===== config.mk =====
export PLATFORM = sky130hd
export DESIGN_NAME = mult_arbiter
export DESIGN_NICKNAME = d
export VERILOG_FILES = /design/src/rtl/mult_arbiter.sv
export SDC_FILE = /design/constraint.sdc
export NUM_CORES = 1
export LEC_CHECK = 0
export ABC_AREA = 1
export CORE_MARGIN = 5
export CORE_UTILIZATION = 50
export DETAILED_ROUTE_END_ITERATION = 10
export PLACE_DENSITY = 0.78
export SLEW_MARGIN = 0
export SYNTH_ARGS = -nofsm -noshare
export SYNTH_HDL_FRONTEND = slang
export SYNTH_SLANG_ARGS = --single-unit

===== constraint.sdc =====
create_clock -name clk -period 1.6 [get_ports clk]
set_input_delay 0.32 -clock clk [delete_from_list [all_inputs] [get_ports clk]]
set_output_delay 0.32 -clock clk [all_outputs]
set_load 0.02 [all_outputs]

===== src/rtl/mult_arbiter.sv =====
// Time-shared shift-add multiplier serving two requesters through a round-robin
// arbiter; operands are captured at grant and the product is returned with a done pulse.
module mult_arbiter #(
  parameter int WIDTH = 4
) (
  input  logic                 clk,
  input  logic                 rst,
  input  logic                 req0,
  input  logic [WIDTH-1:0]     a0,
  input  logic [WIDTH-1:0]     b0,
  input  logic                 req1,
  input  logic [WIDTH-1:0]     a1,
  input  logic [WIDTH-1:0]     b1,
  output logic                 grant0,
  output logic                 grant1,
  output logic                 done0,
  output logic                 done1,
  output logic [2*WIDTH-1:0]   product,
  output logic                 busy
);

  localparam int CW = (WIDTH > 1) ? $clog2(WIDTH) : 1;

  typedef enum logic [2:0] {
    IDLE,
    LOAD,
    TEST,
    ADD,
    SHIFT,
    DONE
  } state_t;

  state_t             state, state_next;
  logic [2*WIDTH:0]   acc, acc_next;
  logic [CW-1:0]      count, count_next;
  logic [WIDTH-1:0]   op_a, op_a_next;
  logic [WIDTH-1:0]   op_b, op_b_next;
  logic               owner, owner_next;
  logic               last_served, last_served_next;
  logic               grant0_next, grant1_next;
  logic               done0_next, done1_next;
  logic [2*WIDTH-1:0] product_next;
  logic               winner;

  assign busy = (state != IDLE);

  always_ff @(posedge clk) begin
    if (rst) begin
      state       <= IDLE;
      acc         <= '0;
      count       <= '0;
      op_a        <= '0;
      op_b        <= '0;
      owner       <= 1'b0;
      last_served <= 1'b1;
      grant0      <= 1'b0;
      grant1      <= 1'b0;
      done0       <= 1'b0;
      done1       <= 1'b0;
      product     <= '0;
    end else begin
      state       <= state_next;
      acc         <= acc_next;
      count       <= count_next;
      op_a        <= op_a_next;
      op_b        <= op_b_next;
      owner       <= owner_next;
      last_served <= last_served_next;
      grant0      <= grant0_next;
      grant1      <= grant1_next;
      done0       <= done0_next;
      done1       <= done1_next;
      product     <= product_next;
    end
  end

  // With both requests pending, whoever was not served last wins.
  always_comb begin
    if (req0 && req1) begin
      winner = ~last_served;
    end else begin
      winner = req1;
    end
  end

  always_comb begin
    state_next       = state;
    acc_next         = acc;
    count_next       = count;
    op_a_next        = op_a;
    op_b_next        = op_b;
    owner_next       = owner;
    last_served_next = last_served;
    grant0_next      = 1'b0;
    grant1_next      = 1'b0;
    done0_next       = 1'b0;
    done1_next       = 1'b0;
    product_next     = product;

    case (state)
      IDLE: begin
        if (req0 || req1) begin
          owner_next       = winner;
          last_served_next = winner;
          op_a_next        = winner ? a1 : a0;
          op_b_next        = winner ? b1 : b0;
          grant0_next      = ~winner;
          grant1_next      = winner;
          state_next       = LOAD;
        end
      end
      LOAD: begin
        acc_next   = {{(WIDTH+1){1'b0}}, op_b};
        count_next = '0;
        state_next = TEST;
      end
      TEST: begin
        state_next = acc[0] ? ADD : SHIFT;
      end
      ADD: begin
        // The top bit is always clear here after the previous shift, so it holds the carry.
        acc_next[2*WIDTH:WIDTH] = acc[2*WIDTH:WIDTH] + {1'b0, op_a};
        state_next              = SHIFT;
      end
      SHIFT: begin
        acc_next   = acc >> 1;
        count_next = count + CW'(1);
        state_next = (count == CW'(WIDTH-1)) ? DONE : TEST;
      end
      DONE: begin
        product_next = acc[2*WIDTH-1:0];
        done0_next   = ~owner;
        done1_next   = owner;
        state_next   = IDLE;
      end
      default: begin
        state_next = IDLE;
      end
    endcase
  end

endmodule


After elaboration in Yosys (flattened, before gate mapping):

Index checks and enable logic that the tools add are counted.

* reduce and logical (&&, ||, !) cells: 9
* bitwise logic cells: 6
* eq/ne operators: 7
* add/sub/neg operators: 2
* muxes and demuxes: 10

Operators with widths (count)
* $pmux W3 S5: 1
* $pmux W5 S3: 1
* $mux W3: 3
* $mux W4: 2
* $pmux W4 S2: 1
* $eq A3 B2 Y1 const B: 2
* $eq A3 B3 Y1 const B: 2
* $not A1 Y1: 6
* $reduce_bool A3 Y1: 2
* $add A5 B4 Y5: 1
* $pmux W2 S2: 1
* $eq A3 B1 Y1 const B: 1
* $logic_not A3 Y1: 1
* $reduce_or A3 Y1: 1
* $add A2 B1 Y2 const B: 1
* $eq A2 B2 Y1 const B: 1
* $ne A2 B2 Y1 const B: 1
* $reduce_and A2 Y1: 1
* $reduce_bool A2 Y1: 1
* $reduce_or A2 Y1: 1
* $logic_and A1 B1 Y1: 1
* $logic_or A1 B1 Y1: 1
* $mux W1: 1

* output and inout bits: 13
* input bits: 20
* register bits after elaboration: 36

Depth between registers and ports, before layout:

Gate-level depths: netlist of the first run.

* depth after elaboration: 3
* depth in mapped cells: 8

Worst setup path after synthesis of the first run:

No wires, ideal clock.

* path kind: register to register
* start point: reg acc[4]
* end point: reg acc[8]
* cell stages (with the launch flop): 9
* slack: 0.177 ns
* setup time: 0.116 ns
* clock period less this slack: 1.423 ns
* buffers on the path: 0
* arrival: 1.307 ns
* cell sequence: dfxtp_1 > ha_1 > inv_1 > fa_1 > nand3b_1 > nand2_1 > nand3_1 > nand2_1 > a21oi_1

* longest elaborated chain between the ends: 2

Ends and longest elaborated chain
* start: declaration: RTL line 34 `logic [2*WIDTH:0] acc, acc_next;`
* start signal: assignment: RTL line 63 `acc <= acc_next;`
* $add A5 B4 Y5: RTL line 122 `acc_next[2*WIDTH:WIDTH] = acc[2*WIDTH:WIDTH] + {1'b0, op_a};`
* $pmux W5 S3: RTL line 100 `case (state)`

No other way between the ends.
A chain may end at the register's enable or synchronous reset.

Worst setup path after layout of the first run:

* start point: reg acc[4]
* end point: reg acc[5]

Same word-level chain as after synthesis.

==> results of run 1 <==
[Yosys cell counts (2+ instances only)]
library cell | instances | area [um^2]
inv_1 | 39 | 146
nand2_2 | 3 | 18.8
clkbuf_1 | 3 | 11.3
nor2_2 | 2 | 12.5
nand2_1 | 62 | 233
buf_2 | 2 | 10.0
dfxtp_1 | 36 | 721
nor2_1 | 9 | 33.8
nor3_1 | 3 | 15.0
a21oi_1 | 31 | 155
ha_1 | 5 | 62.6
o21ai_0 | 20 | 100
nand3_1 | 9 | 45.0
o211ai_1 | 2 | 15.0
[power groups by stage]
stage | registers (mW) | logic (mW) | clock network [mW]
2_1_floorplan | 1.11 | 0.478 | 0
3_3_place_gp | 1.09 | 0.762 | 0
3_5_place_dp | 1.09 | 0.776 | 0
4_1_cts | 1.08 | 0.766 | 0.649
5_1_grt | 1.10 | 0.864 | 0.697
6_report | 1.08 | 0.755 | 0.625
[flip-flops by register name, summed over array words and instances (netlist names)]
signal and count:
grant1 1, op_a 4, owner 1, grant0 1, acc 9, done0 1
done1 1, count 2, state 3, op_b 4, last_served 1, product 8
[path summary, 6_finish.rpt]
check | startpoint | to | slack (ns)
setup / recovery | acc[4] | acc[5] | 0.12
hold / removal | owner | done0 | 0.43
hold reg to reg | owner | done0 | 0.43
setup reg to reg | acc[4] | acc[5] | 0.12
[routing by layer]
metal,share of wire,GRT usage,vias to the layer above
li1,-,-,843
met1,0.45,0.189,667
met2,0.46,0.275,49
met3,0.078,0.0466,5
met4,0.017,0.0608,0
met5,0,0,-
[cell type report]
class                      instances  area, um^2
clock inverter                     3        42.5
multi-input combinational        155         786
fill                             326        1070
clock buffer                       5        37.5
inverter                          40         150
tap                               46        57.6
timing repair buffer              44         414
sequential                        36         723
[cells by family after synthesis]
group / synth area share
flops: 0.432
compound gates: 0.175
xor+xnor: 0.00525
simple gates: 0.236
buf+inv: 0.103
fa+ha+maj: 0.0495
[repair_timing]
item / in CTS / in global routing
gates resized for setup: 12 / 8
setup endpoints to repair: 10 / 6
gates cloned: 0 / 0
hold buffers: 0 / 0
[through the flow]
step	utilization	TNS, ns
3_3_place_gp	0.648	0
5_1_grt	0.673	-0.0265
3_5_place_dp	0.648	0
4_1_cts	0.670	0
6_report	0.673	0
2_1_floorplan	-	0
[critical path: stages, from the launching register on]
cell     delay (ns)
dfxtp_2        0.35
ha_2           0.18
inv_1          0.05
fa_2           0.51
inv_1          0.04
nand2_1        0.05
nand2_1        0.05
a21oi_1        0.12
nor2_1         0.05
==> parameters.txt, run 1 <==
Parameter                              Value

Run status
  Status ... complete, no violations

Yosys
  Number of nets in the synthesized netlist ... around 260
  Ys async rst share ... 0
  Flip-flop and latch count after synthesis ... 36
  Cell count after synthesis ... 236
  Synthesized area divided by synthesized cell count ... ~7 um^2
  Area of the mapped netlist ... ~1700 um^2
  Sequential element share of the synthesized area ... 0.432
  Number of warnings issued by yosys ... 0
  Count of distinct cell types in the synthesized netlist ... 24
  Primary flip-flop cell chosen by synthesis mapping ... dfxtp_1
  Number of synthesized flops with an enable pin ... 0

Placed design
  Post-placement worst setup slack ... 0.0705 ns
  HPWL reported at the end of detailed placement ... 2.55 mm
  Global placer's final weighted congestion ... 0.793
  # port buffers ... 32
  Placed cell area ... around 2100 um^2
  Instance count after placement with tap cells included ... about 320

STA
  Setup repair after global routing missed its margin ... true
  Final number of setup-violating endpoints ... 0
  Final worst clock skew ... 0.0114 ns
  Fmax ... 676 MHz
  Worst max-slew margin expressed relative to the limit ... 0.763
  Final critical path time including I/O delays and setup ... roughly 1.5 ns
  Final worst-path cycle share ... 0.925
  Post-Route Hold Slack ... about 0.43 ns
  Transition at the pin with the smallest max-transition slack ... 0.356 ns
  Post-route setup slack ... 0.121 ns
  Final hold violations ... 0
  Total count of max-transition violations in the final report ... 0

Global routing
  Initial antenna violation count ... 0
  Vias in the first global route ... about 1400
  Maximum number of pins on one net before global-route repair ... 19
  Gr usage total ... 0.161
  Residual overflow from global routing ... 0
  Wire length of the first global-routing pass ... about 5.6 mm

Power
  Gate power share ... 0.307
  Final total power ... 2.46 mW
  Peak supply drop ... just under 0.0008 V
  Design internal power ... ~1.6 mW
  Leakage power total ... just over 1 nW
  Power per standard cell area ... 1110 nW/um^2
  Net load switching power ... 0.828 mW
  Part of the total power dissipated in the clock network ... 0.254
  Sequential cell fraction of total power ... 0.440
  Fraction of power spent switching nets ... 0.336

Detailed routing
  Drt via density ... 4.75
  Detailed-route DRC error count ... 0
  Number of iterations in the first detailed-routing pass ... 5
  Detailed router's first-iteration violation count ... 100
  Total via count after detailed routing ... 1564
  Antenna Violating Nets Remaining ... 0
  Detail-routed net length per standard cell ... between 9 and 10 um
  Routed wire length ... 3.24 mm

Setup path
  WP data required ... 1.85 ns
  Worst setup SP type ... register
  Reg2Reg Depth ... 8
  Crit Path Class ... reg2reg
  Data arrival time of the worst path ... approximately 1.7 ns
  Maximum fanout encountered on the critical timing path ... 2
  CP endpoint kind ... register

Final layout
  Share of post-route cells with drive strength above 1 ... 0.120
  Final standard cell count with taps included and fillers excluded ... 329
  Layout overhead on the synthesized area ... 32.6%
  Commonest cells after routing, fill and taps aside ... nand2_1, inv_1, dfxtp_1, a21oi_1, o21ai_0
  Most common cell after layout, fill and taps aside ... nand2_1
  Final Net Count ... 308
  N_diodes ... 0
  Post-route design area ... 2210 um^2

CTS
  Total number of H-tree levels ... 2
  Clk sink count ... 36
  Setup bufs post-CTS ... 0
  Clock Path Buffers ... 2
  Clock insertion delay at the later pin of the skew report ... about 0.34 ns
  Num CTS Buffers ... 5
  Clock-pin slew on the worst setup and hold paths ... 0.11 ns
  Buffer type at the clock tree root ... clkbuf_4
  CTS tree ... built

Die
  Die footprint ... 4590 um^2
  Count of pins on the block boundary ... 33
  Core footprint ... between 3000 and 4000 um^2
  Starting density of the core ... 0.508
  Die boundary width ... 67.8 um
  Die Y ... 67.8 um
  FP Rows ... 21

Min path
  Worst hold-check path type ... reg2reg
  Worst hold path depth ... 1

Job
  Count of max-cap constraint violations ... 0
No activity file was read; power rests on OpenSTA's default activity.
==> inputs of run 2 (changes only) <==
--- a/config.mk
+++ b/config.mk
@@ -6,6 +6,7 @@
 export NUM_CORES = 1
 export LEC_CHECK = 0
 export ABC_AREA = 1
+export CORE_ASPECT_RATIO = 1.75
 export CORE_MARGIN = 5
 export CORE_UTILIZATION = 50
 export DETAILED_ROUTE_END_ITERATION = 10
==> parameters.txt, run 2 (same netlist as run 1, synthesis figures left out) <==
Parameter                              Value

Run status
  Status ... complete, no violations

CTS
  Clk sink count ... 36 (unchanged)
  CTS tree ... built
  Num CTS Buffers ... 5 (unchanged)
  Clock insertion delay at the later pin of the skew report ... 0.28 ns (-0.06 ns)
  Clock-pin slew on the worst setup and hold paths ... 0.07 ns (-0.04 ns)
  Setup bufs post-CTS ... 0 (unchanged)
  Gates resized, CTS repair ... 1 (-11)
  Buffer type at the clock tree root ... clkbuf_8
  CTS Hold Bufs ... 0 (unchanged)
  Clock Path Buffers ... 2 (unchanged)
  Total number of H-tree levels ... 2 (unchanged)

STA
  Final worst-path cycle share ... 0.960 (+0.0351)
  Setup repair after global routing missed its margin ... false
  Final number of setup-violating endpoints ... 0 (unchanged)
  Total count of max-transition violations in the final report ... 0 (unchanged)
  Final hold violations ... 0 (unchanged)
  Worst max-slew margin expressed relative to the limit ... 0.754 (-0.00885)
  Final sum of negative setup slack ... 0 ns (unchanged)
  Final worst clock skew ... 0.00356 ns (-0.00781 ns)
  Transition at the pin with the smallest max-transition slack ... 0.369 ns (+0.0133 ns)
  Final critical path time including I/O delays and setup ... 1.54 ns (+0.0562 ns)
  Post-route setup slack ... 0.0645 ns (-0.0562 ns)
  Post-Route Hold Slack ... 0.420 ns (-0.00999 ns)
  Fmax ... 651 MHz (-3.7%)

Placed design
  Post-placement worst setup slack ... 0.0684 ns (-0.00212 ns)
  HPWL reported at the end of detailed placement ... 2.60 mm (+2.0%)
  Global placer's final weighted congestion ... 0.878 (+11%)
  # port buffers ... 32 (unchanged)

Final layout
  Final Net Count ... 306 (-0.65%)
  Layout overhead on the synthesized area ... 33.0%
  Most common cell after layout, fill and taps aside ... nand2_1
  Share of post-route cells with drive strength above 1 ... 0.110 (-0.00982)
  Largest register FFs ... 9 (unchanged)
  N_diodes ... 0 (unchanged)
  Register ranked first by flip-flop count ... acc
  Commonest cells after routing, fill and taps aside ... nand2_1, inv_1, dfxtp_1, a21oi_1, clkdlybuf4s50_1
  Biggest regs ... acc (9), product (8)

Die
  Starting density of the core ... 0.525 (+0.0174)
  FP Rows ... 27 (+29%)
  Count of pins on the block boundary ... 33 (unchanged)
  Die Y ... 86.4 um (+28%)
  Die footprint ... 4640 um^2 (+1.0%)
  Core footprint ... 3180 um^2 (-3.3%)
  Die boundary width ... 53.7 um (-21%)

Detailed routing
  Detailed-route DRC error count ... 0 (unchanged)
  Drt via density ... 4.85 (+2.1%)
  Number of iterations in the first detailed-routing pass ... 4 (-1)
  Detail-routed net length per standard cell ... 10.3 um (+4.8%)
  Antenna Violating Nets Remaining ... 0 (unchanged)
  Routed wire length ... 3.34 mm (+3.2%)
  Detailed router's first-iteration violation count ... 28 (-72%)
  Total via count after detailed routing ... 1573 (+0.58%)

Setup path
  Data arrival time of the worst path ... 1.22 ns (-0.51 ns)
  Number of buffers and inverters on the critical path ... 1 (-1)
  CP max stage delay ... 0.60 ns (+0.09 ns)
  Crit Path Class ... reg2out
  WP data required ... 1.28 ns (-0.57 ns)
  Library cell contributing the largest single delay on the critical path ... clkdlybuf4s50_1
  Worst setup SP type ... register
  Maximum fanout encountered on the critical timing path ... 2 (unchanged)
  Family with the most delay on the worst path ... buffers and inverters
  Chain of cells forming the critical path ... clkdlybuf4s50_1
  CP endpoint kind ... primary output

Global routing
  Vias in the first global route ... 1439 (+4.9%)
  Residual overflow from global routing ... 0 (unchanged)
  Wire length of the first global-routing pass ... 5.84 mm (+3.9%)
  Maximum number of pins on one net before global-route repair ... 19 (unchanged)
  Gr usage total ... 0.168 (+0.00674)
  Initial antenna violation count ... 0 (unchanged)

Power
  Fraction of power spent switching nets ... 0.319 (-0.0171)
  Leakage power total ... 0.937 nW (-9.1%)
  Peak supply drop ... 0.000814 V (+5.6%)
  Sequential cell fraction of total power ... 0.414 (-0.026)
  Part of the total power dissipated in the clock network ... 0.295 (+0.041)
  Design internal power ... 1.77 mW (+8.5%)
  Gate power share ... 0.292 (-0.015)
  Power per standard cell area ... 1170 nW/um^2 (+5.4%)
  Net load switching power ... 0.831 mW (+0.39%)
  Final total power ... 2.61 mW (+5.8%)

Min path
  Worst hold-check path type ... reg2reg

Job
  Count of max-cap constraint violations ... 0 (unchanged)
[run 2: cell types whose count changed in the layout (fill, tap and decap cells not counted), sizes merged]
cell / delta
clkdlybuf4s50: +12
dlygate4sd2: -9
dlymetal6s2s: -3
buf: -2
clkbuf: +1
clkinvlp: -1
[run 2: area by class of cell]
| cell class | instances | area [um^2] |
|---|---|---|
| Timing Repair Buffer | 42 | 403 |
| Clock inverter | 2 | 35.0 |
| Inverter | 40 | 150 |
| Tap cell | 43 | 53.8 |
| Fill cell | 281 | 957 |
| Multi-Input combinational cell | 155 | 781 |
| Clock buffer | 6 | 72.6 |
| Sequential cell | 36 | 723 |
[run 2: path summary, 6_finish.rpt]
kind / startpoint / end / slack [ns] / cells after the start
worst max-delay path: product[5] / product[5] / 0.06 / 1
worst min-delay path: owner / done0 / 0.42 / 1
worst min register to register: owner / done0 / 0.42 / 1
worst max register to register: acc[4] / acc[5] / 0.13 / 8
[run 2: per-stage QoR]
step,instance area [um^2],cells,util
finish,2220,324,0.699
global route,2220,324,0.699
CTS,2210,324,0.697
detailed placement,2110,316,0.664
global placement,2110,316,0.664
floorplan,1670,236,-
[run 2: layer usage]
metal  track usage  vias up  wire [um]  share of wire
li1              -      838          -              -
met1         0.165      693       1250           0.38
met2         0.312       36       1850           0.55
met3        0.0361        6        166          0.050
met4        0.0767        0         71          0.021
met5             0        -          0              0
[run 2: power groups by stage]
stage	clock, mW	sequential [mW]	combinational, mW
after floorplan	0	1.11	0.478
after global placement	0	1.09	0.757
after detailed placement	0	1.10	0.768
after CTS	0.787	1.08	0.766
after global routing	0.829	1.09	0.865
final	0.768	1.08	0.760
==> inputs of run 3 (changes only) <==
--- a/config.mk
+++ b/config.mk
@@ -7,9 +7,10 @@
 export LEC_CHECK = 0
 export ABC_AREA = 1
 export CORE_ASPECT_RATIO = 1.75
-export CORE_MARGIN = 5
+export CORE_MARGIN = 4
 export CORE_UTILIZATION = 50
 export DETAILED_ROUTE_END_ITERATION = 10
+export GPL_TIMING_DRIVEN = 0
 export PLACE_DENSITY = 0.78
 export SLEW_MARGIN = 0
 export SYNTH_ARGS = -nofsm -noshare
==> parameters.txt, run 3 (same netlist as run 1, synthesis figures left out) <==
Parameter                              Value

Global routing
  Initial antenna violation count ... 0 (unchanged)
  Vias in the first global route ... 1521 (+5.7%)
  Gr usage total ... 0.181 (+0.0129)
  Maximum number of pins on one net before global-route repair ... 12 (-7)
  Wire length of the first global-routing pass ... 5.96 mm (+2.0%)
  Residual overflow from global routing ... 0 (unchanged)

Die
  Die footprint ... 4360 um^2 (-6.0%)
  FP Rows ... 27 (unchanged)
  Die Y ... 84.4 um (-2.3%)
  Count of pins on the block boundary ... 33 (unchanged)
  Starting density of the core ... 0.525 (unchanged)
  Core footprint ... 3180 um^2 (unchanged)
  Die boundary width ... 51.7 um (-3.7%)

Final layout
  Post-route design area ... 2180 um^2 (-1.7%)
  Layout overhead on the synthesized area ... 30.8%
  Fill count ... 295 (+5.0%)
  Most common cell after layout, fill and taps aside ... nand2_1
  Final standard cell count with taps included and fillers excluded ... 319 (-1.5%)
  Largest register FFs ... 9 (unchanged)
  Share of the core filled with cells ... 0.687 (-0.0118)
  N_diodes ... 0 (unchanged)
  Share of post-route cells with drive strength above 1 ... 0.0870 (-0.0234)
  Commonest cells after routing, fill and taps aside ... nand2_1, inv_1, dfxtp_1, a21oi_1, clkdlybuf4s50_1
  Biggest regs ... acc (9), product (8)
  Final Net Count ... 301 (-1.6%)
  Register ranked first by flip-flop count ... acc

Placed design
  Instance count after placement with tap cells included ... 311 (-1.6%)
  Global placer's final weighted congestion ... 0.802 (-8.6%)
  Placed cell area ... 2040 um^2 (-3.1%)
  # port buffers ... 32 (unchanged)
  HPWL reported at the end of detailed placement ... 2.66 mm (+2.5%)
  Post-placement worst setup slack ... -0.176 ns (-0.244 ns)

CTS
  Clock insertion delay at the later pin of the skew report ... 0.28 ns (about the same)
  Clock-pin slew on the worst setup and hold paths ... 0.07 ns (about the same)
  CTS Hold Bufs ... 0 (unchanged)
  Clock Path Buffers ... 2 (unchanged)
  CTS tree ... built
  Clk sink count ... 36 (unchanged)
  Total number of H-tree levels ... 2 (unchanged)
  Buffer type at the clock tree root ... clkbuf_8
  Num CTS Buffers ... 5 (unchanged)

STA
  Final number of setup-violating endpoints ... 0 (unchanged)
  Final sum of negative setup slack ... 0 ns (unchanged)
  Final hold violations ... 0 (unchanged)
  Post-route setup slack ... 0.0331 ns (-0.0314 ns)
  Transition at the pin with the smallest max-transition slack ... 0.502 ns (+0.133 ns)
  Final worst-path cycle share ... 0.979 (+0.0196)
  Post-Route Hold Slack ... 0.426 ns (+0.00563 ns)
  Fmax ... 638 MHz (-2.0%)
  Worst max-slew margin expressed relative to the limit ... 0.666 (-0.0882)
  Final worst clock skew ... 0.00344 ns (-0.000120 ns)
  Final critical path time including I/O delays and setup ... 1.57 ns (+0.0314 ns)
  Total count of max-transition violations in the final report ... 0 (unchanged)

Detailed routing
  Drt via density ... 4.94 (+1.8%)
  Antenna Violating Nets Remaining ... 0 (unchanged)
  Total via count after detailed routing ... 1576 (+0.19%)
  Detailed router's first-iteration violation count ... 24 (-14%)
  Number of iterations in the first detailed-routing pass ... 4 (unchanged)
  Detailed-route DRC error count ... 0 (unchanged)
  Detail-routed net length per standard cell ... 11.0 um (+6.9%)
  Routed wire length ... 3.52 mm (+5.3%)

Power
  Peak supply drop ... 0.000768 V (-5.6%)
  Power per standard cell area ... 1190 nW/um^2 (+1.1%)
  Leakage power total ... 0.899 nW (-4.1%)
  Final total power ... 2.59 mW (-0.59%)

Run status
  Status ... complete, no violations

Setup path
  Reg2Reg Depth ... 8 (unchanged)
  Data arrival time of the worst path ... 1.72 ns (+0.50 ns)
  CP endpoint kind ... register
  WP data required ... 1.76 ns (+0.48 ns)
  Maximum fanout encountered on the critical timing path ... 4 (+2)
  Crit Path Class ... reg2reg
  Worst setup SP type ... register

Min path
  Worst hold path depth ... 1 (unchanged)
  Worst hold-check path type ... reg2reg

Job
  Count of max-cap constraint violations ... 0 (unchanged)
-- run 3: changes by cell type in the layout (fill, tap and decap cells not counted), sizes merged --
cell           delta
clkdlybuf4s15     +1
clkbuf            +2
buf               -8
-- run 3: path summary, 6_finish.rpt --
check	startpoint	end	slack, ns
setup / recovery	acc[4]	acc[5]	0.03
hold / removal	owner	done0	0.43
setup reg to reg	acc[4]	acc[5]	0.03
hold reg to reg	owner	done0	0.43
-- run 3: repair_timing --
action | 4_1_cts | 5_1_grt
endpoints found under the setup margin | 1 | 4
endpoints found under the hold margin | 0 | 0
pin swaps | 0 | 0
gates resized for setup | 3 | 8
setup buffers | 0 | 0
-- run 3: area by class of cell --
cell class	instances	area, um^2	area share
timing repair buffer	32	322	0.147
clock inverter	2	35.0	0.0161
buffer	5	21.3	0.00975
inverter	40	150	0.0688
tap	43	53.8	0.0247
multi-input combinational	155	803	0.368
clock buffer	6	72.6	0.0333
sequential	36	723	0.332
-- run 3: routing by layer --
metal	GRT usage	vias up	share of wire
met1	0.162	692	0.38
met5	0	-	0
met4	0.115	0	0.030
met2	0.339	43	0.55
li1	-	832	-
met3	0.0426	9	0.044
-- run 3: power by group --
part | internal, mW | switching (mW) | leakage (nW)
Sequential | 1.01 | 0.0897 | 0.294
Clock | 0.462 | 0.300 | 0.0552
Combinational | 0.279 | 0.450 | 0.550
Total | 1.75 | 0.840 | 0.899
-- run 3: worst max-delay path, stage by stage (launching register included) --
cell	delay [ns]
dfxtp_2	0.38
ha_4	0.15
inv_1	0.05
fa_2	0.51
inv_1	0.04
nand2_1	0.05
nand2_1	0.06
a21oi_1	0.16
nor2_1	0.06
